**src/rtl/uart_pkg.sv**
```systemverilog
// Shared definitions for the UART receive path: state encoding and default timing.
package uart_pkg;

    localparam int unsigned CLKS_PER_BIT_DEF = 868;
    localparam int unsigned DATA_BITS_DEF    = 8;

    typedef enum logic [2:0] {
        ST_IDLE      = 3'd0,
        ST_START     = 3'd1,
        ST_DATA      = 3'd2,
        ST_STOP      = 3'd3,
        ST_WAIT_HIGH = 3'd4
    } uart_state_e;

endpackage

```
**src/rtl/sync_2ff.sv**
```systemverilog
// Two-flop synchroniser for asynchronous pin inputs; resets to 1 (idle-high lines).
module sync_2ff (
    input  logic clk,
    input  logic rst_n,
    input  logic d,
    output logic q
);

    logic meta_q;
    logic sync_q;

    always_ff @(posedge clk or negedge rst_n) begin
        if (!rst_n) begin
            meta_q <= 1'b1;
            sync_q <= 1'b1;
        end else begin
            meta_q <= d;
            sync_q <= meta_q;
        end
    end

    assign q = sync_q;

endmodule

```
**src/rtl/uart_rx.sv**
```systemverilog
// 8N1 UART receiver feeding a downstream FIFO; flags framing errors and overruns.
module uart_rx
    import uart_pkg::*;
#(
    parameter int unsigned CLKS_PER_BIT = CLKS_PER_BIT_DEF,
    parameter int unsigned DATA_BITS    = DATA_BITS_DEF
) (
    input  logic                 Pclk,
    input  logic                 RESET_N,
    input  logic                 ENABLE,
    input  logic                 RX,
    input  logic                 FIFO_FULL,
    input  logic                 CLR_ERR,
    output logic [DATA_BITS-1:0] DATA_OUT,
    output logic                 PUSH,
    output logic                 FRAME_ERR,
    output logic                 OVERRUN,
    output logic                 BUSY
);

    localparam int unsigned CNT_W = $clog2(CLKS_PER_BIT);
    localparam int unsigned IDX_W = $clog2(DATA_BITS + 1);

    localparam logic [CNT_W-1:0] HALF_M1  = CNT_W'(CLKS_PER_BIT / 2 - 1);
    localparam logic [CNT_W-1:0] FULL_M1  = CNT_W'(CLKS_PER_BIT - 1);
    localparam logic [IDX_W-1:0] LAST_IDX = IDX_W'(DATA_BITS - 1);

    logic rx_s;

    uart_state_e          state_q,   state_d;
    logic [CNT_W-1:0]     timer_q,   timer_d;
    logic [IDX_W-1:0]     idx_q,     idx_d;
    logic [DATA_BITS-1:0] shift_q,   shift_d;
    logic [DATA_BITS-1:0] data_q,    data_d;
    logic                 push_q,    push_d;
    logic                 ferr_q,    ferr_d;
    logic                 overrun_q, overrun_d;
    logic                 busy_q,    busy_d;
    logic                 ovr_set;

    sync_2ff u_rx_sync (
        .clk   (Pclk),
        .rst_n (RESET_N),
        .d     (RX),
        .q     (rx_s)
    );

    // Frame sequencing, bit timing and result generation.
    always_comb begin
        state_d = state_q;
        timer_d = timer_q;
        idx_d   = idx_q;
        shift_d = shift_q;
        data_d  = data_q;
        push_d  = 1'b0;
        ferr_d  = 1'b0;
        ovr_set = 1'b0;

        if (!ENABLE) begin
            state_d = ST_IDLE;
            timer_d = '0;
        end else begin
            unique case (state_q)
                ST_IDLE: begin
                    if (!rx_s) begin
                        state_d = ST_START;
                        timer_d = '0;
                    end
                end
                ST_START: begin
                    if (timer_q == HALF_M1) begin
                        timer_d = '0;
                        idx_d   = '0;
                        state_d = rx_s ? ST_IDLE : ST_DATA;
                    end else begin
                        timer_d = timer_q + CNT_W'(1);
                    end
                end
                ST_DATA: begin
                    if (timer_q == FULL_M1) begin
                        timer_d = '0;
                        shift_d = {rx_s, shift_q[DATA_BITS-1:1]};
                        idx_d   = idx_q + IDX_W'(1);
                        if (idx_q == LAST_IDX) begin
                            state_d = ST_STOP;
                        end
                    end else begin
                        timer_d = timer_q + CNT_W'(1);
                    end
                end
                ST_STOP: begin
                    if (timer_q == FULL_M1) begin
                        timer_d = '0;
                        if (!rx_s) begin
                            ferr_d  = 1'b1;
                            state_d = ST_WAIT_HIGH;
                        end else begin
                            state_d = ST_IDLE;
                            if (FIFO_FULL) begin
                                ovr_set = 1'b1;
                            end else begin
                                push_d = 1'b1;
                                data_d = shift_q;
                            end
                        end
                    end else begin
                        timer_d = timer_q + CNT_W'(1);
                    end
                end
                ST_WAIT_HIGH: begin
                    // Hold off until a break releases so it cannot look like a new start bit.
                    if (rx_s) begin
                        state_d = ST_IDLE;
                    end
                end
                default: begin
                    state_d = ST_IDLE;
                    timer_d = '0;
                end
            endcase
        end

        if (ovr_set) begin
            overrun_d = 1'b1;
        end else if (CLR_ERR) begin
            overrun_d = 1'b0;
        end else begin
            overrun_d = overrun_q;
        end

        busy_d = (state_d != ST_IDLE);
    end

    always_ff @(posedge Pclk or negedge RESET_N) begin
        if (!RESET_N) begin
            state_q   <= ST_IDLE;
            timer_q   <= '0;
            idx_q     <= '0;
            shift_q   <= '0;
            data_q    <= '0;
            push_q    <= 1'b0;
            ferr_q    <= 1'b0;
            overrun_q <= 1'b0;
            busy_q    <= 1'b0;
        end else begin
            state_q   <= state_d;
            timer_q   <= timer_d;
            idx_q     <= idx_d;
            shift_q   <= shift_d;
            data_q    <= data_d;
            push_q    <= push_d;
            ferr_q    <= ferr_d;
            overrun_q <= overrun_d;
            busy_q    <= busy_d;
        end
    end

    assign DATA_OUT  = data_q;
    assign PUSH      = push_q;
    assign FRAME_ERR = ferr_q;
    assign OVERRUN   = overrun_q;
    assign BUSY      = busy_q;

endmodule

```
**config.mk**
```make
export PLATFORM = sky130hd
export DESIGN_NAME = uart_rx
export DESIGN_NICKNAME = d
export VERILOG_FILES = /design/src/rtl/uart_pkg.sv /design/src/rtl/sync_2ff.sv /design/src/rtl/uart_rx.sv
export SDC_FILE = /design/constraint.sdc
export NUM_CORES = 1
export LEC_CHECK = 0
export ABC_CLOCK_PERIOD_IN_PS = 2500
export BUFFER_PORTS_ARGS = -buffer_cell sky130_fd_sc_hd__buf_2
export CORE_AREA = 2 2 65 67
export CTS_CLUSTER_SIZE = 8
export DETAILED_ROUTE_END_ITERATION = 10
export DIE_AREA = 0 0 67 69
export PLACE_DENSITY = 0.75
export SETUP_SLACK_MARGIN = 0.1
export SLEW_MARGIN = 20
export SYNTH_ARGS = -nofsm -noshare
export SYNTH_HDL_FRONTEND = slang
export SYNTH_SLANG_ARGS = --single-unit
```
**constraint.sdc**
```tcl
create_clock -name Pclk -period 2.5 [get_ports Pclk]
set_input_delay 0.5 -clock Pclk [delete_from_list [all_inputs] [get_ports Pclk]]
set_output_delay 0.5 -clock Pclk [all_outputs]
set_load 0.03 [all_outputs]
```
# Word-level counts from Yosys, hierarchy flattened
# Index checks and enable logic that the tools add are counted.
[totals]
register_bits = 39
input_bits = 6
output_inout_bits = 12
wordCells = 68
[classes]
add_sub_neg = 2
n_eq_ne = 11
n_mux = 34
n_bitwise = 1
n_reduce_logical = 9
[ops]
columns = ["op", "count"]
rows = [
  ["$mux W10", 4],
  ["$pmux W10 S4", 1],
  ["$mux W3", 8],
  ["$mux W1", 16],
  ["$pmux W3 S5", 1],
  ["$add A10 B1 Y10 const B", 1],
  ["$eq A10 B10 Y1 const B", 1],
  ["$eq A10 B9 Y1 const B", 1],
  ["$mux W4", 2],
  ["$pmux W4 S2", 1],
  ["$eq A3 B2 Y1 const B", 2],
  ["$ne A2 B2 Y1 const B", 3],
  ["$reduce_and A5 Y1", 1],
  ["$add A4 B1 Y4 const B", 1],
  ["$eq A4 B3 Y1 const B", 1],
  ["$reduce_and A4 Y1", 1],
  ["$reduce_bool A2 Y1", 2],
  ["$eq A3 B1 Y1 const B", 1],
  ["$eq A3 B3 Y1 const B", 1],
  ["$logic_not A3 Y1", 1],
  ["$ne A3 B3 Y1 const B", 1],
  ["$reduce_and A3 Y1", 1],
  ["$reduce_bool A3 Y1", 1],
  ["$mux W2", 1],
  ["other kinds (3)", 3],
]

# Logic depth before layout (Yosys ltp)
[logic_depth]
depth_word = 6
ltp_mapped = 8
ltp_nobuf = 7

# Hierarchy
# A second synthesis with hierarchy kept.
[unflattened]
cells_unflattened = 162
hier_area_um2 = 1836.8
[by_module_without_submodules]
columns = ["mod", "n_inst", "cells_each", "area_each_um2", "seq_area_each_um2"]
rows = [
  ["uart_rx", 1, 160, 1784.2, 925.9],
  ["sync_2ff", 1, 2, 52.6, 52.6],
]

# Worst setup path before layout
# No wires, ideal clock.
[synth_timing]
path_type = "reg-to-reg"
from = "register timer_q[0]"
to = "register data_q[1], in the netlist DATA_OUT[1]"
setup_time_ns = 0.125
t_arrival_ns = 1.778
required_ns = 2.375
path_slack_ns = 0.598
stages_incl_launch_ff = 6
n_path_buf = 0
period_less_slack_ns = 1.902
cell_sequence = "dfrtp_1 > ha_1 > nor3b_1 > nand4_2 > nor3_4 > mux2_2"
[synth_via]
elab_chain_len = 2
[synth_rtl]
columns = ["item", "line_no", "source"]
rows = [
  ["start, declared", "uart_rx.sv:31", "logic [CNT_W-1:0] timer_q, timer_d;"],
  ["start signal, assigned", "uart_rx.sv:147", "timer_q <= timer_d;"],
  ["$eq A10 B10 Y1", "uart_rx.sv:92", "if (timer_q == FULL_M1) begin"],
  ["$reduce_and A5 Y1 (no source line)", "-", ""],
  ["end signal, assigned", "uart_rx.sv:150", "data_q <= data_d;"],
  ["end, declared", "uart_rx.sv:34", "logic [DATA_BITS-1:0] data_q, data_d;"],
]
# No other way between the ends.
# A chain may end at the register's enable or synchronous reset.

# Worst setup path in the final report
[layout_timing]
from = "register timer_q[0]"
to = "register data_q[4], in the netlist DATA_OUT[4]"
# Same word-level chain as after synthesis.

==> impl_metrics.py <==
metrics = {
    "die": {
        "dieArea_mm2": 0.00462,
        "die_w_um": 67,
        "rows": 23,
        "boundaryPins": 18,
        "die_h_um": 69,
        "initial_core_util_pct": 48.5,
        "coreArea_mm2": 0.00391,
    },
    "place": {
        "dp.cells": 235,
        "gp_congestion": 0.836,
        "port_buffers": 17,
        "dp_hpwl_um": 2410,
        "place_ws_ps": 347,
    },
    "pwr": {
        "p_leak_nw": 1.01,
        "sw_frac_of_total_pct": 20.0,
        "seqPwrFrac_pct": 49.1,
        "powerDensity_mw_per_mm2": 609,
        "ir_worst_vdd_uv": 322,
        "clkPwrFrac_pct": 47.2,
        "pwr-share-comb_pct": 3.6,
        "switchingPower_uw": 262,
        "internal_power_mw": 1.05,
    },
    "critical_path": {
        "path_class": "flip-flop to flip-flop",
        "end_kind": "flip-flop",
        "cp-start-kind": "flip-flop",
        "critPathMaxFanout": 8,
        "cp-startpoint": "timer_q[0]",
        "timing.rr.start": "timer_q[0]",
        "worstPathArrival_ps": 2310,
        "cp_data_required_time_ps": 2680,
    },
    "yosys": {
        "netlist_top_cells_count": "dfrtp_1 (37), nand2_1 (17), mux2_2 (16), nor2_1 (12), nand3_1 (11)",
        "synth_cells": 172,
        "async_reset_ff_share_pct": 100,
        "synthMuxAreaShare_pct": 11.7,
        "synth_top_family_by_area": "simple AND/OR/NAND/NOR gates",
        "yosysWarnings": 0,
        "synth_top_area_cell": "dfrtp_1",
        "synthAdderAreaFrac_pct": 1.98,
        "synth_top_area_share_pct": 48.8,
        "synth_area_mm2": 0.00190,
        "synth_flop_cell": "dfrtp_1",
        "synth_seq_cells": 39,
        "post-synth-top-count-cell": "dfrtp_1",
        "synth_edf_count": 0,
        "synth_xor_area_share_pct": 0.462,
        "synth_compound_area_share_pct": 9.83,
        "yosys.area_share.simple_pct": 20.6,
        "syn-num-nets": 181,
        "synth-seq-area-share_pct": 51.6,
        "synth_area_leaders": "dfrtp_1 (49%), mux2_2 (9.5%), nand2_1 (3.4%)",
        "synth_cell_type_count": 44,
        "postSynthAreaPerCell_um2": 11.0,
    },
    "timing": {
        "fin_crit_ps": 2130,
        "fin_ws_ps": 367,
        "fin_crit_sh_pct": 85.3,
        "relSlewSlack_pct": 45.0,
        "tightest_slew_ps": 825,
        "rsz0062_at_grt": "false",
        "setup_viol": 0,
        "fmax_mhz": 469,
        "hold_viol": 0,
        "skew_ps": 10.6,
        "slew_viol_final": 0,
        "setup_tns_ps": 0,
    },
    "clock_network": {
        "htree_levels": 2,
        "cts.sinks": 39,
        "clk_pin_slew_ps": 80,
        "post_cts_buffers": 0,
        "clock_tree.root_cell": "clkbuf_8",
        "clock_latency_ps": 290,
        "cts_buffers": 5,
        "ctsHoldBuffers": 0,
        "post_cts.resized_instances": 0,
        "ctsLongestPathBuffers": 2,
        "cts_tree": "done",
    },
    "hold_path": {
        "hp-class": "input port to async pin",
    },
    "status": {
        "status": "finished clean",
    },
    "global_route": {
        "first_global_vias": 1315,
        "globalRouteTotalUtil_pct": 16.6,
        "grt_pass1_wl_um": 6000,
        "antenna_found_initial": 0,
        "grt_max_degree": 40,
        "overflow": 0,
    },
    "layout": {
        "layoutNonFillerInstCount": 243,
        "drive_gt1_share_pct": 29.5,
        "num-nets-final": 201,
        "diodes": 0,
        "area.growth.synth_to_final_pct": 13.5,
    },
    "routing": {
        "dr.pass1.iters": 4,
        "drtIter0Drc": 59,
        "wl_per_cell_um": 14.1,
        "vias_per_cell": 5.53,
        "ant_nets": 0,
        "drc": 0,
        "drt-total-wl_um": 3440,
        "num_vias": 1345,
    },
    "run": {
        "cap_violations": 0,
    },
}
[metal layers]
metal / track usage (%) / part of all wire [%] / wire length [um]
met1: 23.2 / 48 / 1650
met4: 4.76 / 0.87 / 30
met5: 0 / 0 / 0
met2: 25.3 / 47 / 1620
met3: 4.40 / 4.2 / 143
[power by group through the flow]
stage               registers (mW)  logic (mW)  clock network (mW)
finish                       0.644      0.0476               0.619
detailed placement           0.656      0.0487                   0
floorplan                    0.657      0.0224                   0
global placement             0.656      0.0483                   0
global route                 0.645      0.0551               0.661
CTS                          0.644      0.0490               0.629
[area by class of cell]
| type | instances | area (um2) |
|---|---|---|
| clock buffers | 5 | 68.8 |
| clock inverters | 3 | 67.6 |
| fillers | 367 | 1760 |
| inverters | 6 | 22.5 |
| multi-input cells | 120 | 846 |
| flip-flops and latches | 39 | 978 |
| well taps | 50 | 62.6 |
| repair buffers | 20 | 108 |
[worst max-delay path: stages (launching register included)]
cell     delay [ps]
dfrtp_1         430
ha_1            230
nor3b_1         310
nand4_2         230
nor3_4          440
mux2_2          380
[final timing paths]
path	to	slack [ps]	depth (start not counted)
worst max-delay path	DATA_OUT[4]	370	5
worst min register to register	u_rx_sync.q	360	0
worst min-delay path	timer_q[6]	310	1
max in group asynchronous	shift_q[1]	1680	1
worst max register to register	DATA_OUT[4]	370	5
min in group Pclk	u_rx_sync.meta_q	310	1
[cell families (layout without fill, tap and decap cells)]
kind of cell	count (synthesis)	count (layout)
buffers and inverters	13	34
AND/OR/NAND/NOR	67	67
flip-flops	39	39
adder cells (fa/ha/maj)	3	3
AO/OA/AOI/OAI	29	29
XOR/XNOR	1	1
multiplexers	20	20
[per-stage QoR]
step / hold WS [ps] / power, mW / util, % / area [um2]
after floorplan: 204 / 0.679 / - / 1900
after global placement: 347 / 0.704 / 51.5 / 2020
after detailed placement: 350 / 0.705 / 51.5 / 2020
after CTS: 304 / 1.32 / 55.0 / 2150
after global routing: 295 / 1.36 / 55.0 / 2150
final: 305 / 1.31 / 55.0 / 2150
[sequential cells by signal (all words and copies together) (netlist names)]
register	flops
timer_q	10
DATA_OUT	8
shift_q	8
idx_q	4
state_q	3
BUSY	1
FRAME_ERR	1
OVERRUN	1
PUSH	1
u_rx_sync.meta_q	1
u_rx_sync.q	1
[placed cells by master, fill, tap and decap left out, drive strengths merged, types with 2 or more instances in the layout]
master,count
or2,2
buf,20
dfrtp,37
a22o,2
nand3b,2
and4,2
mux2i,3
nand2b,2
nor4,2
and4bb,2
bufinv,2
ha,3
nand2,17
a21oi,7
inv,6
nand4,4
nor2,12
nand3,11
mux2,17
clkbuf,5
a22oi,3
o21ai,11
dfstp,2
nor3,5
(Power assumes the default switching activity.)
